File: src/rtl/id_stage.sv
// RV32I/RV64I instruction-decode pipeline stage with valid/ready handshakes on both sides,
// a registered decode bundle, and a halt/trap state machine (ebreak halts, illegal encodings trap).
module id_stage #(
    parameter int unsigned XLEN           = 64,
    parameter int unsigned REG_ADDR_WIDTH = 5,
    parameter int unsigned ALU_OP_WIDTH   = 4
) (
    input  logic                      clk,
    input  logic                      rst,
    input  logic                      if_valid,
    output logic                      if_ready,
    input  logic [31:0]               if_inst,
    input  logic [XLEN-1:0]           if_pc,
    input  logic                      flush,
    output logic                      id_valid,
    input  logic                      id_ready,
    output logic [XLEN-1:0]           id_pc,
    output logic [REG_ADDR_WIDTH-1:0] id_rs1,
    output logic [REG_ADDR_WIDTH-1:0] id_rs2,
    output logic [REG_ADDR_WIDTH-1:0] id_rd,
    output logic                      id_reg_wen,
    output logic [ALU_OP_WIDTH-1:0]   id_alu_op,
    output logic [2:0]                id_imm_sel,
    output logic [1:0]                id_src_sel,
    output logic                      id_branch,
    output logic                      id_jump,
    output logic                      id_jalr,
    output logic [2:0]                id_br_fn,
    output logic                      id_mem_ren,
    output logic                      id_mem_wen,
    output logic [1:0]                id_mem_size,
    output logic                      id_mem_uns,
    output logic                      id_word_op,
    output logic                      halt,
    output logic                      trap,
    output logic [31:0]               trap_inst
);
    localparam bit RV64 = (XLEN == 64);

    localparam logic [6:0] OPC_LUI     = 7'b0110111;
    localparam logic [6:0] OPC_AUIPC   = 7'b0010111;
    localparam logic [6:0] OPC_JAL     = 7'b1101111;
    localparam logic [6:0] OPC_JALR    = 7'b1100111;
    localparam logic [6:0] OPC_BRANCH  = 7'b1100011;
    localparam logic [6:0] OPC_LOAD    = 7'b0000011;
    localparam logic [6:0] OPC_STORE   = 7'b0100011;
    localparam logic [6:0] OPC_OPIMM   = 7'b0010011;
    localparam logic [6:0] OPC_OP      = 7'b0110011;
    localparam logic [6:0] OPC_OPIMM32 = 7'b0011011;
    localparam logic [6:0] OPC_OP32    = 7'b0111011;
    localparam logic [6:0] OPC_SYSTEM  = 7'b1110011;
    localparam logic [31:0] INST_EBREAK = 32'h0010_0073;

    localparam logic [ALU_OP_WIDTH-1:0] ALU_ADD  = ALU_OP_WIDTH'(0);
    localparam logic [ALU_OP_WIDTH-1:0] ALU_SUB  = ALU_OP_WIDTH'(1);
    localparam logic [ALU_OP_WIDTH-1:0] ALU_AND  = ALU_OP_WIDTH'(2);
    localparam logic [ALU_OP_WIDTH-1:0] ALU_OR   = ALU_OP_WIDTH'(3);
    localparam logic [ALU_OP_WIDTH-1:0] ALU_XOR  = ALU_OP_WIDTH'(4);
    localparam logic [ALU_OP_WIDTH-1:0] ALU_SLL  = ALU_OP_WIDTH'(5);
    localparam logic [ALU_OP_WIDTH-1:0] ALU_SRL  = ALU_OP_WIDTH'(6);
    localparam logic [ALU_OP_WIDTH-1:0] ALU_SRA  = ALU_OP_WIDTH'(7);
    localparam logic [ALU_OP_WIDTH-1:0] ALU_SLT  = ALU_OP_WIDTH'(8);
    localparam logic [ALU_OP_WIDTH-1:0] ALU_SLTU = ALU_OP_WIDTH'(9);

    localparam logic [2:0] IMM_I = 3'd0;
    localparam logic [2:0] IMM_S = 3'd1;
    localparam logic [2:0] IMM_B = 3'd2;
    localparam logic [2:0] IMM_U = 3'd3;
    localparam logic [2:0] IMM_J = 3'd4;

    localparam logic [1:0] SRC_REG     = 2'd0;
    localparam logic [1:0] SRC_IMM     = 2'd1;
    localparam logic [1:0] SRC_IMM_PC  = 2'd2;
    localparam logic [1:0] SRC_FOUR_PC = 2'd3;

    typedef enum logic [1:0] {
        S_RUN  = 2'd0,
        S_HALT = 2'd1,
        S_TRAP = 2'd2
    } state_t;

    state_t state_q, state_d;
    logic   accept;

    logic [6:0] opcode;
    logic [2:0] f3;
    logic [6:0] f7;
    logic [REG_ADDR_WIDTH-1:0] f_rs1, f_rs2, f_rd;
    logic shimm_ok;

    logic d_illegal, d_ebreak, use_rs1, use_rs2, use_rd;
    logic [REG_ADDR_WIDTH-1:0] d_rs1, d_rs2, d_rd;
    logic d_wen, d_branch, d_jump, d_jalr, d_ren, d_mwen, d_uns, d_word;
    logic [ALU_OP_WIDTH-1:0] d_alu;
    logic [2:0] d_imm, d_br_fn;
    logic [1:0] d_src, d_size;

    function automatic logic [ALU_OP_WIDTH-1:0] alu_of(input logic [2:0] fn, input logic alt);
        logic [ALU_OP_WIDTH-1:0] op;
        op = ALU_ADD;
        case (fn)
            3'b000: op = alt ? ALU_SUB : ALU_ADD;
            3'b001: op = ALU_SLL;
            3'b010: op = ALU_SLT;
            3'b011: op = ALU_SLTU;
            3'b100: op = ALU_XOR;
            3'b101: op = alt ? ALU_SRA : ALU_SRL;
            3'b110: op = ALU_OR;
            3'b111: op = ALU_AND;
        endcase
        return op;
    endfunction

    assign opcode = if_inst[6:0];
    assign f3     = if_inst[14:12];
    assign f7     = if_inst[31:25];
    assign f_rd   = REG_ADDR_WIDTH'(if_inst[11:7]);
    assign f_rs1  = REG_ADDR_WIDTH'(if_inst[19:15]);
    assign f_rs2  = REG_ADDR_WIDTH'(if_inst[24:20]);

    // Shift-immediate: bit 25 is shamt[5], only meaningful on RV64; bit 30 selects arithmetic right shift
    assign shimm_ok = ((if_inst[31:26] == 6'b000000) ||
                       (f3 == 3'b101 && if_inst[31:26] == 6'b010000)) &&
                      (RV64 || !if_inst[25]);

    assign if_ready = (state_q == S_RUN) && !flush && (!id_valid || id_ready);
    assign accept   = if_valid && if_ready;

    // Instruction decode
    always_comb begin
        d_illegal = 1'b0;
        d_ebreak  = 1'b0;
        use_rs1   = 1'b0;
        use_rs2   = 1'b0;
        use_rd    = 1'b0;
        d_alu     = ALU_ADD;
        d_imm     = IMM_I;
        d_src     = SRC_REG;
        d_branch  = 1'b0;
        d_jump    = 1'b0;
        d_jalr    = 1'b0;
        d_br_fn   = 3'b000;
        d_ren     = 1'b0;
        d_mwen    = 1'b0;
        d_size    = 2'b00;
        d_uns     = 1'b0;
        d_word    = 1'b0;
        unique case (opcode)
            OPC_LUI: begin
                use_rd = 1'b1; d_imm = IMM_U; d_src = SRC_IMM;
            end
            OPC_AUIPC: begin
                use_rd = 1'b1; d_imm = IMM_U; d_src = SRC_IMM_PC;
            end
            OPC_JAL: begin
                use_rd = 1'b1; d_imm = IMM_J; d_src = SRC_FOUR_PC; d_jump = 1'b1;
            end
            OPC_JALR: begin
                d_illegal = (f3 != 3'b000);
                use_rd = 1'b1; use_rs1 = 1'b1; d_imm = IMM_I; d_src = SRC_FOUR_PC;
                d_jump = 1'b1; d_jalr = 1'b1;
            end
            OPC_BRANCH: begin
                d_illegal = (f3 == 3'b010) || (f3 == 3'b011);
                use_rs1 = 1'b1; use_rs2 = 1'b1; d_imm = IMM_B; d_alu = ALU_SUB;
                d_branch = 1'b1; d_br_fn = f3;
            end
            OPC_LOAD: begin
                d_illegal = (f3 == 3'b111) || (!RV64 && (f3 == 3'b011 || f3 == 3'b110));
                use_rd = 1'b1; use_rs1 = 1'b1; d_imm = IMM_I; d_src = SRC_IMM;
                d_ren = 1'b1; d_size = f3[1:0]; d_uns = f3[2];
            end
            OPC_STORE: begin
                d_illegal = f3[2] || (!RV64 && f3 == 3'b011);
                use_rs1 = 1'b1; use_rs2 = 1'b1; d_imm = IMM_S; d_src = SRC_IMM;
                d_mwen = 1'b1; d_size = f3[1:0];
            end
            OPC_OPIMM: begin
                d_illegal = (f3[1:0] == 2'b01) && !shimm_ok;
                use_rd = 1'b1; use_rs1 = 1'b1; d_imm = IMM_I; d_src = SRC_IMM;
                d_alu = alu_of(f3, (f3 == 3'b101) && if_inst[30]);
            end
            OPC_OP: begin
                d_illegal = !((f7 == 7'h00) || (f7 == 7'h20 && (f3 == 3'b000 || f3 == 3'b101)));
                use_rd = 1'b1; use_rs1 = 1'b1; use_rs2 = 1'b1;
                d_alu = alu_of(f3, f7[5]);
            end
            OPC_OPIMM32: begin
                d_illegal = !RV64 || !((f3 == 3'b000) || (f3 == 3'b001 && f7 == 7'h00) ||
                                       (f3 == 3'b101 && (f7 == 7'h00 || f7 == 7'h20)));
                use_rd = 1'b1; use_rs1 = 1'b1; d_imm = IMM_I; d_src = SRC_IMM; d_word = 1'b1;
                d_alu = alu_of(f3, (f3 == 3'b101) && if_inst[30]);
            end
            OPC_OP32: begin
                d_illegal = !RV64 || !(((f3 == 3'b000 || f3 == 3'b101) && (f7 == 7'h00 || f7 == 7'h20)) ||
                                       (f3 == 3'b001 && f7 == 7'h00));
                use_rd = 1'b1; use_rs1 = 1'b1; use_rs2 = 1'b1; d_word = 1'b1;
                d_alu = alu_of(f3, f7[5]);
            end
            OPC_SYSTEM: begin
                d_ebreak  = (if_inst == INST_EBREAK);
                d_illegal = (if_inst != INST_EBREAK);
            end
            default: d_illegal = 1'b1;
        endcase
        d_rs1 = use_rs1 ? f_rs1 : '0;
        d_rs2 = use_rs2 ? f_rs2 : '0;
        d_wen = use_rd && (f_rd != '0);
        d_rd  = d_wen ? f_rd : '0;
    end

    always_ff @(posedge clk) begin
        if (rst) state_q <= S_RUN;
        else     state_q <= state_d;
    end

    // HALT and TRAP are sticky until reset
    always_comb begin
        state_d = state_q;
        if (accept) begin
            if (d_ebreak)       state_d = S_HALT;
            else if (d_illegal) state_d = S_TRAP;
        end
    end

    // Bundle register: loads only on a legal accept; flush wins over hold and drain
    always_ff @(posedge clk) begin
        if (rst) begin
            id_valid    <= 1'b0;
            id_pc       <= '0;
            id_rs1      <= '0;
            id_rs2      <= '0;
            id_rd       <= '0;
            id_reg_wen  <= 1'b0;
            id_alu_op   <= '0;
            id_imm_sel  <= 3'd0;
            id_src_sel  <= 2'd0;
            id_branch   <= 1'b0;
            id_jump     <= 1'b0;
            id_jalr     <= 1'b0;
            id_br_fn    <= 3'd0;
            id_mem_ren  <= 1'b0;
            id_mem_wen  <= 1'b0;
            id_mem_size <= 2'd0;
            id_mem_uns  <= 1'b0;
            id_word_op  <= 1'b0;
            halt        <= 1'b0;
            trap        <= 1'b0;
            trap_inst   <= 32'd0;
        end else begin
            if (flush) begin
                id_valid <= 1'b0;
            end else if (accept && !d_illegal) begin
                id_valid    <= 1'b1;
                id_pc       <= if_pc;
                id_rs1      <= d_rs1;
                id_rs2      <= d_rs2;
                id_rd       <= d_rd;
                id_reg_wen  <= d_wen;
                id_alu_op   <= d_alu;
                id_imm_sel  <= d_imm;
                id_src_sel  <= d_src;
                id_branch   <= d_branch;
                id_jump     <= d_jump;
                id_jalr     <= d_jalr;
                id_br_fn    <= d_br_fn;
                id_mem_ren  <= d_ren;
                id_mem_wen  <= d_mwen;
                id_mem_size <= d_size;
                id_mem_uns  <= d_uns;
                id_word_op  <= d_word;
            end else if (id_ready || accept) begin
                id_valid <= 1'b0;
            end
            halt <= (state_d == S_HALT);
            trap <= (state_d == S_TRAP);
            if (accept && d_illegal) trap_inst <= if_inst;
        end
    end
endmodule

File: config.mk
export PLATFORM = sky130hd
export DESIGN_NAME = id_stage
export DESIGN_NICKNAME = d
export VERILOG_FILES = /design/src/rtl/id_stage.sv
export SDC_FILE = /design/constraint.sdc
export NUM_CORES = 1
export LEC_CHECK = 0
export CAP_MARGIN = 40
export CORE_ASPECT_RATIO = 0.75
export CORE_MARGIN = 2
export CORE_UTILIZATION = 40
export CTS_CLUSTER_SIZE = 8
export DETAILED_ROUTE_END_ITERATION = 10
export PLACE_DENSITY = 0.74
export SETUP_SLACK_MARGIN = 0.15
export SYNTH_ARGS = -nofsm -noshare
export SYNTH_HDL_FRONTEND = slang
export SYNTH_SLANG_ARGS = --single-unit
File: constraint.sdc
create_clock -name clk -period 8.21 [get_ports clk]
set_input_delay 1.2315 -clock clk [delete_from_list [all_inputs] [get_ports clk]]
set_output_delay 1.2315 -clock clk [all_outputs]
set_load 0.005 [all_outputs]
; Word-level counts from Yosys, hierarchy flattened
; Index checks and enable logic that the tools add are counted.
[totals]
word_cells = 130
reg_bits = 138
out_inout_bits = 137
in_bits = 101
[classes]
n_bitwise = 1
n_mux = 31
reduce_logical = 50
eq_ne = 26
[op_table]
columns = op, count
row1 = 4-bit case mux with 8 select lines, 2
row2 = "7-bit by 6-bit == test with 1-bit output, second input constant", 5
row3 = "32-bit by 21-bit == test with 1-bit output, second input constant", 1
row4 = "32-bit by 21-bit != test with 1-bit output, second input constant", 1
row5 = "7-bit == test, second input constant", 4
row6 = "7-bit by 5-bit == test with 1-bit output, second input constant", 3
row7 = 1-bit 2-to-1 mux, 17
row8 = 5-bit 2-to-1 mux, 3
row9 = 2-bit OR reduction, 7
row10 = 1-bit logical AND, 13
row11 = "3-bit == test, second input constant", 4
row12 = 3-bit case mux with 4 select lines, 1
row13 = 4-bit case mux with 3 select lines, 1
row14 = 1-bit logical OR, 10
row15 = 1-bit case mux with 10 select lines, 1
row16 = 9-bit OR reduction, 1
row17 = 2-bit 2-to-1 mux, 4
row18 = 8-bit OR reduction, 1
row19 = "7-bit by 2-bit == test with 1-bit output, second input constant", 1
row20 = 1-bit logical NOT, 7
row21 = 7-bit logical NOT, 1
row22 = "3-bit by 2-bit == test with 1-bit output, second input constant", 2
row23 = "6-bit by 5-bit == test with 1-bit output, second input constant", 1
row24 = 6-bit logical NOT, 1
row25 = other kinds (15), 16

; Longest topological paths before layout
[depth]
ltp_word = 10
mapped_depth = 9
mapped_depth_nobuf = 6

; Worst setup path before layout
; No wires, ideal clock.
[synth_timing]
path_type = input-to-reg
startpoint = input if_inst[26]
endpoint = register id_pc[14]
slack_ns = 4.741
arrival_time_ns = 3.337
n_path_buf = 2
t_required_ns = 8.078
setup_time_ns = 0.132
cell_stages = 8
cell_sequence = or4_1 or3_1 nor4_2 o311ai_1 clkbuf_1 clkbuf_1 o31ai_1 a21oi_1
[synth_between]
elab_chain_cells = 9
elab_cells_between_ends = 25
classes_between = eq/ne (3) / mux (1) / reduce/logical (21)
[synth_rtl]
columns = item, line
row1 = start: declaration, 12  ; input logic [31:0] if_inst,
row2 = "7-bit by 6-bit == test with 1-bit output, or another cell as far along", "184, 190, 195"
row3 = "1-bit logical OR, or another cell as far along", "190, 195"
row4 = "1-bit logical AND, or another cell as far along", 195  ; d_illegal = !RV64 || !(((f3 == 3'b000 || f3 == 3'b101) && (f7 == 7'h00 || f7 == 7'h20)) ||
row5 = "1-bit logical OR, or another cell as far along", 195
row6 = "1-bit logical NOT, or another cell as far along", 195
row7 = 1-bit case mux with 10 select lines *, 148  ; unique case (opcode)
row8 = 1-bit logical NOT *, 253  ; end else if (accept && !d_illegal) begin
row9 = 1-bit logical AND *, 253
row10 = 2-bit AND reduction (no source line) *, --
row11 = end signal: assignment, 255  ; id_pc <= if_pc;
row12 = end: declaration, 17  ; output logic [XLEN-1:0] id_pc,
; Mark *: on every way between the ends. The rest lies on a longest branch, timed or not.
; A chain may end at the register's enable or synchronous reset.

; Worst setup path in the final report
[layout_timing]
startpoint = input if_inst[26]
endpoint = register id_branch
[layout_between]
elab_chain_cells = 9
elab_cells_between_ends = 25
classes_between = eq/ne (3) / mux (1) / reduce/logical (21)
[layout_rtl]
columns = item, line
row1 = "7-bit by 6-bit == test with 1-bit output, or another cell as far along", "184, 190, 195"
row2 = "1-bit logical OR, or another cell as far along", "190, 195"
row3 = "1-bit logical AND, or another cell as far along", 195
row4 = "1-bit logical OR, or another cell as far along", 195
row5 = "1-bit logical NOT, or another cell as far along", 195
row6 = 1-bit case mux with 10 select lines *, 148
row7 = 1-bit logical NOT *, 253
row8 = 1-bit logical AND *, 253
row9 = 2-bit AND reduction (no source line) *, --
row10 = end signal: assignment, 263  ; id_branch <= d_branch;
row11 = end: declaration, 25  ; output logic id_branch,
; Marks and branches as above.

==> qor.txt <==
CP peak stage delay: 600 ps
io pins: 238
Crit Path Max Fanout: 67
Post-CTS Hold Fix Bufs: 0
power per standard cell area: 184 nW/µm²
largest area contributor in the netlist: dfxtp_1
largest net degree at the start of global routing: 82
cell with the most instances after synthesis: dfxtp_1
vias in the first global route: 5996
diode count: 0
Placed Instances: 1095
Std-Cell Rows: 39
CP Data Arrival Time: 5170 ps
endpoints failing setup: 0
Synth top area share: 44.4%
Starting Density: 40.9%
cts repair resizes: 0
Synth Register Bits: 138
CTS tree: yes
slowest CP cell: nand3_2
Bufs on Longest Clock Path: 2
Max rail drop VDD: 0.133 mV
CTS Buf Count: 17
Clock Sinks: 138
fmax: 0.205 GHz
Data required, critical path: 8520 ps
grt ovf: 0
RSZ-0062 raised after global routing: no
Max-Slew Margin vs Limit: 39.3%
PortBufs: 237
Post-Layout Cell Count: 1126
final setup TNS: 0 ps
synthesized area: 6220 µm²
Max Slew Vio Count: 0
chip width: 148 µm
Post CTS Setup Buffer Count: 0
crit path cell chain: clkdlybuf4s50_1 -> or4_1 -> or3_1 -> nor4_2 -> o311a_2 -> buf_4 -> nand3_2 -> buf_16 -> mux2_2
Synth Instances: 724
die area: 16600 µm²
Root Driver: clkbuf_16
vias per std cell: 5.66
Period minus WS final: 4870 ps
Synth warnings: 0
max-cap viol count: 0
Least-Margin Pin Slew: 910 ps
outcome: completed
CP Launch Type: primary input
Total GRT Usage: 23.7%
wirelength, routed: 20100 µm
DR iter-0 viols: 643
DRC Markers: 0
EDFF count, synth: 0
fraction of layout cells with a size suffix above 1: 7.93%
Yosys cell types: 49
Static Leakage: 3.18 nW
WL/cell: 17.8 µm
Main synth FF type: dfxtp_1
synthesized area per cell: 8.59 µm²
DP Worst Slack: 2930 ps
Hold Vio Cnt, Final: 0
Worst setup EP type: register
number of antenna violations at the first check in global routing: 0
Synth top cells by count: dfxtp_1 (138), nand2_1 (109), a21oi_1 (70)
Final WS setup: 3340 ps
Post-Route Skew: 8.17 ps
Hold WC Path Type: register to register
via count: 6377
Tcrit/Tclk final: 59.3%
# H-tree levels: 4
Clock Latency Late Sink: 420 ps
Die Span Y: 112 µm
first-pass GRT wire length: 31800 µm
synth top area cells: dfxtp_1 (44%), o31ai_1 (7.8%), mux2i_1 (7.4%)
nets: 1010
area delta synth->final: 51.1%
DP HPWL: 12900 µm
core region area: 15200 µm²
Setup CP Type: primary input to register
clk slew on worst S/H paths: 60 ps
sequential area share after synthesis: 44.4%
DRT Pass-1 Iters: 7
Fillers: 1322
Synthesized Nets: 825
antenna violation net count after detailed routing: 0
FFs w/ async S/R, synth: 0%
Routability Congestion: 0.899
==> power breakdown <==
| part | internal, mW | leakage (nW) | switching, mW | total (mW) |
|---|---|---|---|---|
| combinational | 0.0898 | 1.75 | 0.0966 | 0.186 |
| sequential | 0.682 | 1.12 | 0.00618 | 0.689 |
| clock | 0.561 | 0.318 | 0.296 | 0.858 |
==> path summary, 6_finish.rpt <==
path	slack (ps)	endpoint	cells after the start	startpoint
max	3340	id_branch$_SDFFE_PP0P_	9	if_inst[26]
min	460	trap_inst[14]$_SDFFE_PP0P_	2	trap_inst[14]$_SDFFE_PP0P_
max reg2reg	5090	id_branch$_SDFFE_PP0P_	7	id_valid$_SDFFE_PP0P_
min reg2reg	460	trap_inst[14]$_SDFFE_PP0P_	2	trap_inst[14]$_SDFFE_PP0P_
==> placed cells by master (no fill, tap or decap), types with 3 or more instances in the layout <==
cell type	instances
a21oi_1	69
a31o_1	9
a31o_2	8
a31oi_1	5
buf_16	4
buf_4	9
bufinv_16	5
clkbuf_16	17
clkbuf_8	3
clkdlybuf4s50_1	236
dfxtp_1	138
inv_1	5
mux2_2	5
mux2i_1	46
nand2_1	108
nand2b_1	6
nand3_1	5
nand4_1	67
nor2_1	15
nor2b_1	8
nor3_1	6
nor3b_1	4
nor4_1	25
o21ai_0	3
o31ai_1	65
or4_1	4
==> logic make-up (layout without fill, tap and decap cells) <==
| logic type | count (synthesis) | count (layout) | synth area share (%) |
|---|---|---|---|
| AOI/OAI and AO/OA | 183 | 183 | 19.9 |
| and+or+nand+nor | 261 | 261 | 21.5 |
| DFF | 138 | 138 | 44.4 |
| muxes | 51 | 51 | 8.31 |
| buffers and inverters | 91 | 288 | 5.85 |
==> per-stage QoR <==
step	utilization [%]	hold WS, ps	instance area [µm²]	power [mW]
after detailed placement	57.4	445	8740	0.887
final	61.7	457	9400	1.73
after floorplan	-	417	6220	0.785
after CTS	61.7	459	9400	1.74
after global placement	56.6	442	8620	0.882
after global routing	61.7	479	9400	1.79
==> layer usage <==
| metal | wire length (µm) | global-route usage [%] | part of all wire, % | up-vias |
|---|---|---|---|---|
| met4 | 244 | 6.54 | 1.2 | 0 |
| met3 | 1750 | 7.46 | 8.7 | 20 |
| met5 | 0 | 0 | 0 | - |
| met2 | 8650 | 34.3 | 43 | 273 |
| met1 | 9410 | 34.1 | 47 | 3024 |
| li1 | - | - | - | 3060 |
==> critical path: cells and delay by family <==
family                 cells  cell delay (ps)
muxes                      1              270
AOI/OAI and AO/OA          1              220
buffers and inverters      3             1350
and+or+nand+nor            4             2080
==> sequential cells by signal, summed over array words and instances (netlist names), 3 cells and up <==
signal,flops
id_pc,64
trap_inst,32
id_rd,5
id_rs1,5
id_rs2,5
id_alu_op,4
id_br_fn,3
id_imm_sel,3
==> final cells by class <==
class / count / area [µm²] / share of cell area [%]
clock buffer: 20 / 467 / 4.97
clock inverter: 11 / 193 / 2.05
inverter: 6 / 22.5 / 0.240
multi-input combinational: 495 / 3140 / 33.5
sequential: 138 / 2760 / 29.4
tap: 205 / 256 / 2.73
timing repair buffer: 251 / 2550 / 27.1
(Power assumes the default switching activity.)
